### src/rtl/seq_shifter.sv
// rtl/seq_shifter.sv - multi-cycle stepped shifter (SLL/SRL/SRA/ROL) with start/done handshake
module seq_shifter #(
  parameter int WIDTH = 32,
  parameter int SHW   = 5,
  parameter int STEP  = 4
) (
  input  logic             clk,
  input  logic             rst_n,
  input  logic             start,
  input  logic [1:0]       op,
  input  logic [SHW-1:0]   shamt,
  input  logic [WIDTH-1:0] in_data,
  output logic             busy,
  output logic             done,
  output logic [WIDTH-1:0] out_data
);

  typedef enum logic [1:0] {
    S_IDLE  = 2'd0,
    S_SHIFT = 2'd1,
    S_DONE  = 2'd2
  } state_t;

  localparam logic [1:0] OP_SLL = 2'd0;
  localparam logic [1:0] OP_SRL = 2'd1;
  localparam logic [1:0] OP_SRA = 2'd2;
  localparam logic [1:0] OP_ROL = 2'd3;

  localparam logic [SHW-1:0] STEP_AMT = SHW'(STEP);

  state_t           state;
  state_t           state_nxt;
  logic [WIDTH-1:0] work;
  logic [WIDTH-1:0] work_nxt;
  logic [SHW-1:0]   rem;
  logic [SHW-1:0]   k;
  logic [1:0]       op_q;
  logic             last_step;

  always_ff @(posedge clk or negedge rst_n) begin
    if (!rst_n) begin
      state <= S_IDLE;
    end else begin
      state <= state_nxt;
    end
  end

  always_comb begin
    state_nxt = state;
    case (state)
      S_IDLE:  if (start) state_nxt = (shamt == '0) ? S_DONE : S_SHIFT;
      S_SHIFT: if (last_step) state_nxt = S_DONE;
      S_DONE:  state_nxt = S_IDLE;
      default: state_nxt = S_IDLE;
    endcase
  end

  always_comb begin
    busy = (state != S_IDLE);
    done = (state == S_DONE);
  end

  // One step is a chain of at most STEP single-bit shifts, each enabled while
  // its index is below k; this keeps the network STEP deep instead of a barrel.
  always_comb begin
    k         = (rem > STEP_AMT) ? STEP_AMT : rem;
    last_step = (rem == k);
    work_nxt  = work;
    for (int i = 0; i < STEP; i++) begin
      if (SHW'(i) < k) begin
        case (op_q)
          OP_SLL:  work_nxt = {work_nxt[WIDTH-2:0], 1'b0};
          OP_SRL:  work_nxt = {1'b0, work_nxt[WIDTH-1:1]};
          OP_SRA:  work_nxt = {work_nxt[WIDTH-1], work_nxt[WIDTH-1:1]};
          OP_ROL:  work_nxt = {work_nxt[WIDTH-2:0], work_nxt[WIDTH-1]};
          default: work_nxt = work_nxt;
        endcase
      end
    end
  end

  // out_data only moves on entry to DONE; a zero shift passes the operand through.
  always_ff @(posedge clk or negedge rst_n) begin
    if (!rst_n) begin
      work     <= '0;
      rem      <= '0;
      op_q     <= OP_SLL;
      out_data <= '0;
    end else begin
      case (state)
        S_IDLE: begin
          if (start) begin
            work <= in_data;
            rem  <= shamt;
            op_q <= op;
            if (shamt == '0) out_data <= in_data;
          end
        end
        S_SHIFT: begin
          work <= work_nxt;
          rem  <= rem - k;
          if (last_step) out_data <= work_nxt;
        end
        default: begin
        end
      endcase
    end
  end

endmodule

### config.mk
export PLATFORM = sky130hd
export DESIGN_NAME = seq_shifter
export DESIGN_NICKNAME = d
export VERILOG_FILES = /design/src/rtl/seq_shifter.sv
export SDC_FILE = /design/constraint.sdc
export NUM_CORES = 1
export LEC_CHECK = 0
export CAP_MARGIN = 15
export CORE_MARGIN = 8
export CORE_UTILIZATION = 61
export DETAILED_ROUTE_END_ITERATION = 7
export PLACE_DENSITY = 0.87
export SLEW_MARGIN = 25
export SYNTH_ARGS = -nofsm -noshare
export SYNTH_HDL_FRONTEND = slang
export SYNTH_SLANG_ARGS = --single-unit
### constraint.sdc
create_clock -name clk -period 4.1 [get_ports clk]
set_input_delay 0.82 -clock clk [delete_from_list [all_inputs] [get_ports clk]]
set_output_delay 0.82 -clock clk [all_outputs]
set_load 0.02 [all_outputs]
==> results.tsv, run 1 <==
stage	metric	value	unit
placed_design	dp_cells	962	
critical_path	worstPathRequired	4340	ps
clock_tree	clock_tree.buffer_depth	2	
critical_path	crit_chain	xnor2_2 > buf_4 > mux2i_1 > o31ai_1 > a311oi_1 > a221o_1 > o21ai_1	
yosys	synth-edff-count	0	
detailed_routing	number_of_violations_reported_at_the_end_of_detailed_routing_iteration_0	1290	
detailed_routing	wl_per_cell	23.1	µm
outcome	outcome	completed	
critical_path	cp_slowest_stage_delay	870	ps
critical_path	data_arrival_critical_path	3450	ps
sta	maxSlewHeadroom	0.385	
sta	clock.fmax	312	MHz
detailed_routing	drt-total-wl	22600	µm
sta	final.period_utilization	0.782	
global_routing	top_usage_layer	met2	
global_routing	grt.met2_usage	0.495	
detailed_routing	drt_pass1_iterations	7	
final_layout	num-nets-final	883	
final_layout	final_cell_mix	131 x nand2_1, 75 x nor2_1, 74 x a21oi_1, 74 x clkdlybuf4s50_1, 72 x dfrtp_1	
yosys	ys_ff_latch	73	
sta	tns	0	ps
clock_tree	cts_buffers	9	
clock_tree	clock_sinks	73	
clock_tree	clock_insertion_delay_worst_skew	380	ps
critical_path	timing.setup.critical_path_class	reg -> reg	
floorplanning	fp.dieH	116	µm
sta	drv_slew	0	
final_layout	synthToLayoutAreaGrowth	15.9	%
detailed_routing	vias_per_cell	7.31	
global_routing	use_met1	0.438	
global_routing	first_global_vias	6885	
floorplanning	dieWidth	116	µm
yosys	synth.lib_cells_used.distinct	76	
global_routing	wire_length_of_the_first_global_routing_pass	35900	µm
clock_tree	post-cts-setup-buffer-count	0	
final_layout	antennaDiodeCount	0	
placed_design	detailed_place_hpwl	15100	µm
yosys	postSynthCellCount	819	
clock_tree	post_cts_hold_buffer_count	0	
global_routing	globalRoute.totalOverflow	0	
floorplanning	area_inside_the_core_boundary	9730	µm²
clock_tree	clock_tree_from_tritoncts	yes	
floorplanning	effective_utilization_at_floorplan	0.624	
final_layout	final_core_utilization	0.723	
critical_path	startpoint_type	register	
global_routing	grtUsageTotal	0.340	
placed_design	place_congestion	0.969	
yosys	synth.top_cells.by_area	dfrtp_1 30%, nand2_1 8.1%, a21oi_1 6.1%, nor2_1 4.6%, mux2i_1 3.8%	
flow_run	maxCapViolations	0	
sta	timing.clock.skew	12.2	ps
clock_tree	htreeDepth	3	
yosys	synth_warnings	0	
critical_path	critPathMaxFanout	20	
floorplanning	rows	36	
sta	worst-slew-pin-transition	918	ps
global_routing	antenna_violations_before_repair	0	
global_routing	pin_count_of_the_biggest_net_entering_global_routing	64	
sta	final-hold-violation-count	0	
min_path	hold_path.class	in -> async	
sta	post-route-min-period	3210	ps
yosys	synth-seq-area-share	0.301	
yosys	syn-cell-area	6070	µm²
yosys	async_reset_ff_frac	1.00	
sta	rsz0062_at_grt	false	
placed_design	portBuffers	75	
yosys	syn-mean-instance-area	7.41	µm²
final_layout	layout-drive-gt1-share	0.0817	
clock_tree	cts-root-buf	clkbuf_8	
detailed_routing	detail-route-antenna-nets	0	
yosys	post_synth_net_total	862	
detailed_routing	post-route-drc-count	0	
final_layout	post_layout_nonfiller_instances	978	
detailed_routing	num_vias	7151	
floorplanning	io_pins	76	
critical_path	timing.critical_path.slowest_stage_cell	xnor2_2	
clock_tree	cts.repair.resized	0	
sta	timing.final.setup_violations	0	
yosys	yosys.area.top_type_share	0.301	
yosys	ys.flop_type	dfrtp_1	
yosys	synth_largest_area_cell	dfrtp_1	
floorplanning	die-area	13400	µm²
final_layout	most_common_cell_after_layout_fill_and_taps_aside	nand2_1	
clock_tree	cts.reportedPaths.clkPinSlew	80	ps
critical_path	worst_setup_path_end_kind	register	
global_routing	groute.layer.met3.usage	0.0818	
[critical path, delay by kind of cell, from the launching register on]
family / cells / cell delay (ps)
xor+xnor: 1 / 870
flops: 1 / 680
compound gates: 4 / 920
mux: 1 / 240
buf+inv: 1 / 360
[routing by layer]
| layer | up-vias | routed length, µm |
|---|---|---|
| met2 | 603 | 9880 |
| met1 | 3321 | 8500 |
| met5 | - | 0 |
| li1 | 3091 | - |
| met4 | 0 | 1210 |
| met3 | 136 | 2970 |
[flip-flops by register name, summed over array words and instances (netlist names)]
name and flops:
work 32, state 2, rem 5, op_q 2, out_data 32
[Yosys cell counts (5+ instances only)]
cell / instances
a31o_2: 6
a21oi_1: 74
clkbuf_1: 47
nor2b_1: 10
buf_2: 22
a21o_1: 8
nor3_1: 27
nor2_1: 75
o21a_1: 7
inv_1: 5
o22a_1: 6
nand2b_1: 13
a31oi_1: 35
nand2_1: 131
dfrtp_1: 73
o21ai_0: 46
buf_1: 10
a211oi_1: 14
nor4_1: 5
o211ai_1: 17
nand3_1: 28
a22oi_1: 6
a311oi_1: 11
mux2i_1: 23
o31ai_1: 14
buf_4: 5
[layout make-up]
| type | instances | area [µm²] |
|---|---|---|
| clock buffers | 12 | 165 |
| flip-flops and latches | 73 | 1830 |
| inverters | 7 | 26.3 |
| multi-input cells | 652 | 3860 |
| fillers | 805 | 2700 |
| well taps | 133 | 166 |
| clock inverters | 4 | 50.0 |
| repair buffers | 97 | 936 |
[stage by stage]
stage               hold slack [ps]  instance area [µm²]  setup slack (ps)
CTS                             414                 7030              1030
global route                    446                 7030               780
finish                          400                 7030               894
floorplan                       524                 6070              1670
detailed placement              472                 6820              1010
global placement                463                 6820              1090
[path summary, 6_finish.rpt]
check / cells past startpoint / endpoint / slack (ps) / startpoint
worst max-delay path: 7 / out_data[24] / 890 / op_q[1]
worst min-delay path: 1 / state[0] / 400 / rst_n
worst max register to register: 7 / out_data[24] / 890 / op_q[1]
worst min register to register: 2 / out_data[17] / 490 / out_data[17]
max in group asynchronous: 2 / out_data[14] / 2920 / rst_n
min in group clk: 2 / out_data[17] / 490 / out_data[17]
[kinds of logic (layout without fill, tap and decap cells)]
group                    after synthesis  in the layout  share of synthesized area
AO/OA/AOI/OAI                        306            306                      0.343
adder cells (fa/ha/maj)                1              1                    0.00206
XOR/XNOR                               2              2                    0.00413
buffers and inverters                 94            120                     0.0685
flip-flops                            73             73                      0.301
multiplexers                          26             26                     0.0435
AND/OR/NAND/NOR                      316            316                      0.237
other                                  1              1                   0.000618
Power of run 1 is not shown: default switching activity piles up to over one toggle a cycle in this logic, so the estimate is an artifact.
==> run 2: changes to the inputs <==
- CORE_UTILIZATION: 61 -> 57
- PLACE_DENSITY: 0.87 -> 0.82
- clock period: 4.1 -> 3.35 ns (I/O delays scaled with it)
==> run 2 against run 1 <==
Compared with the run above:
- clock-buffer cell count down 2
- final cell count is 1.6% higher
- fmax rose by 9.1%
- the run now ends with DRC left
- global-route usage fell by 2.4 points
- clock skew up 3.0 ps
- critical path type unchanged
- via count decreased by 0.77%
- die area increased by 6.0%
- worst setup slack worse by 480 ps
==> results.tsv, run 2 (synthesis gave the netlist of run 1 again) <==
stage	metric	value	unit	change
critical_path	worstPathRequired	3660	ps	-680 ps
placed_design	place_ws	452	ps	-561 ps
clock_tree	cts_buffers	9		unchanged
final_layout	final_core_utilization	0.691		-0.0314
final_layout	synthToLayoutAreaGrowth	17.6	%	
final_layout	area.sequential	1830	µm²	unchanged
final_layout	num-nets-final	896		+1.5%
final_layout	reg_top3	out_data (32), work (32), rem (5)		
critical_path	rrSetupSlack	410	ps	-480 ps
final_layout	antennaDiodeCount	0		unchanged
global_routing	wire_length_of_the_first_global_routing_pass	36400	µm	+1.4%
final_layout	fillerInstances	880		+9.3%
critical_path	startpoint_type	register		
sta	timing.final.setup_violations	0		unchanged
detailed_routing	vias_per_cell	7.14		-2.4%
floorplanning	fp.dieH	119	µm	+3.0%
outcome	outcome	complete, but fails checks		
sta	rsz0062_at_grt	false		
sta	worst-slew-pin-transition	917	ps	-1.29 ps
detailed_routing	wl_per_cell	22.9	µm	-0.87%
sta	final-hold-violation-count	0		unchanged
global_routing	grtUsageTotal	0.316		-0.0237
sta	timing.clock.skew	15.1	ps	+2.96 ps
floorplanning	area_inside_the_core_boundary	10300	µm²	+6.1%
placed_design	place_congestion	0.976		+0.75%
sta	drv_slew	0		unchanged
detailed_routing	drt_pass1_iterations	8		+1
detailed_routing	number_of_violations_reported_at_the_end_of_detailed_routing_iteration_0	978		-24%
min_path	hold_path.class	in -> async		
critical_path	critPathMaxFanout	27		+35%
final_layout	final_cell_mix	131 x nand2_1, 75 x nor2_1, 74 x a21oi_1, 74 x clkdlybuf4s50_1, 72 x dfrtp_1		
detailed_routing	detail-route-antenna-nets	0		unchanged
clock_tree	post-cts-setup-buffer-count	0		unchanged
sta	clock.fmax	340	MHz	+9.1%
detailed_routing	num_vias	7096		-0.77%
critical_path	worst_setup_path_end_kind	register		
global_routing	first_global_vias	6818		-0.97%
outcome	violations_in_the_final_reports	DRC		
clock_tree	htreeDepth	3		unchanged
sta	maxSlewHeadroom	0.385		about the same
floorplanning	io_pins	76		unchanged
floorplanning	effective_utilization_at_floorplan	0.588		-0.0359
clock_tree	cts.repair.resized	0		unchanged
clock_tree	clock_tree_from_tritoncts	yes		
clock_tree	clock_insertion_delay_worst_skew	380	ps	about the same
placed_design	portBuffers	75		unchanged
global_routing	globalRoute.totalOverflow	0		unchanged
clock_tree	clock_sinks	73		unchanged
final_layout	final_design_area_no_fill	7140	µm²	+1.5%
clock_tree	cts-root-buf	clkbuf_8		
placed_design	detailed_place_hpwl	15400	µm	+1.9%
detailed_routing	drt-total-wl	22700	µm	+0.75%
sta	finalWorstSetupSlack	413	ps	-481 ps
clock_tree	cts.reportedPaths.clkPinSlew	90	ps	about the same
final_layout	most_common_cell_after_layout_fill_and_taps_aside	nand2_1		
critical_path	timing.setup.critical_path_class	reg -> reg		
sta	tns	0	ps	unchanged
clock_tree	clock_tree.buffer_depth	2		unchanged
sta	final.period_utilization	0.877		+0.0949
flow_run	maxCapViolations	0		unchanged
floorplanning	dieWidth	119	µm	+3.0%
final_layout	multi_input_comb_area	3850	µm²	-0.13%
detailed_routing	post-route-drc-count	1		+1
floorplanning	rows	37		+2.8%
placed_design	postPlaceCellArea	6890	µm²	+1.1%
clock_tree	post_cts_hold_buffer_count	0		unchanged
final_layout	layout-drive-gt1-share	0.0932		+0.0116
global_routing	antenna_violations_before_repair	0		unchanged
sta	post-route-min-period	2940	ps	-269 ps
global_routing	pin_count_of_the_biggest_net_entering_global_routing	74		+16%
critical_path	data_arrival_critical_path	3240	ps	-210 ps
floorplanning	die-area	14200	µm²	+6.0%
[run 2: cell types whose count changed in the layout (fill, tap and decap cells not counted), moves of 2 or more]
cell / change
buf_4: +15
bufinv_16: +2
buf_12: -2
clkbuf_8: -3
[run 2: worst max-delay path: stages, from the launching register on]
cell	delay (ps)
dfrtp_1	700
xnor2_2	510
buf_4	390
nor3_1	90
a211oi_1	440
a21oi_1	140
or4_4	440
a21oi_2	130
[run 2: worst paths after layout]
path | from | endpoint | cells after the start
worst max-delay path | op_q[0] | out_data[11] | 7
min in group clk | out_data[13] | out_data[13] | 2
worst max register to register | op_q[0] | out_data[11] | 7
worst min register to register | out_data[13] | out_data[13] | 2
worst min-delay path | rst_n | work[29] | 1
max in group asynchronous | rst_n | rem[0] | 1
[run 2: layout make-up]
class                   count  share of cell area
clock buffers              10              0.0179
flip-flops and latches     73               0.256
multi-input cells         652               0.540
well taps                 136              0.0238
inverters                   7             0.00368
repair buffers            110               0.142
clock inverters             6              0.0161
[run 2: per-stage QoR]
step                instances  hold WS [ps]
floorplan                 819           374
global placement          978           461
detailed placement        978           474
CTS                       994           470
global route              994           358
finish                    994           299
[run 2: metal layers]
metal,share of wire,GRT usage,wire [µm],vias to the layer above
li1,-,-,-,3117
met1,0.40,0.407,9040,3319
met2,0.43,0.475,9880,541
met3,0.12,0.0756,2710,119
met4,0.048,0.181,1090,0
met5,0,0,0,-
Power of run 2 is left out for the same reason.
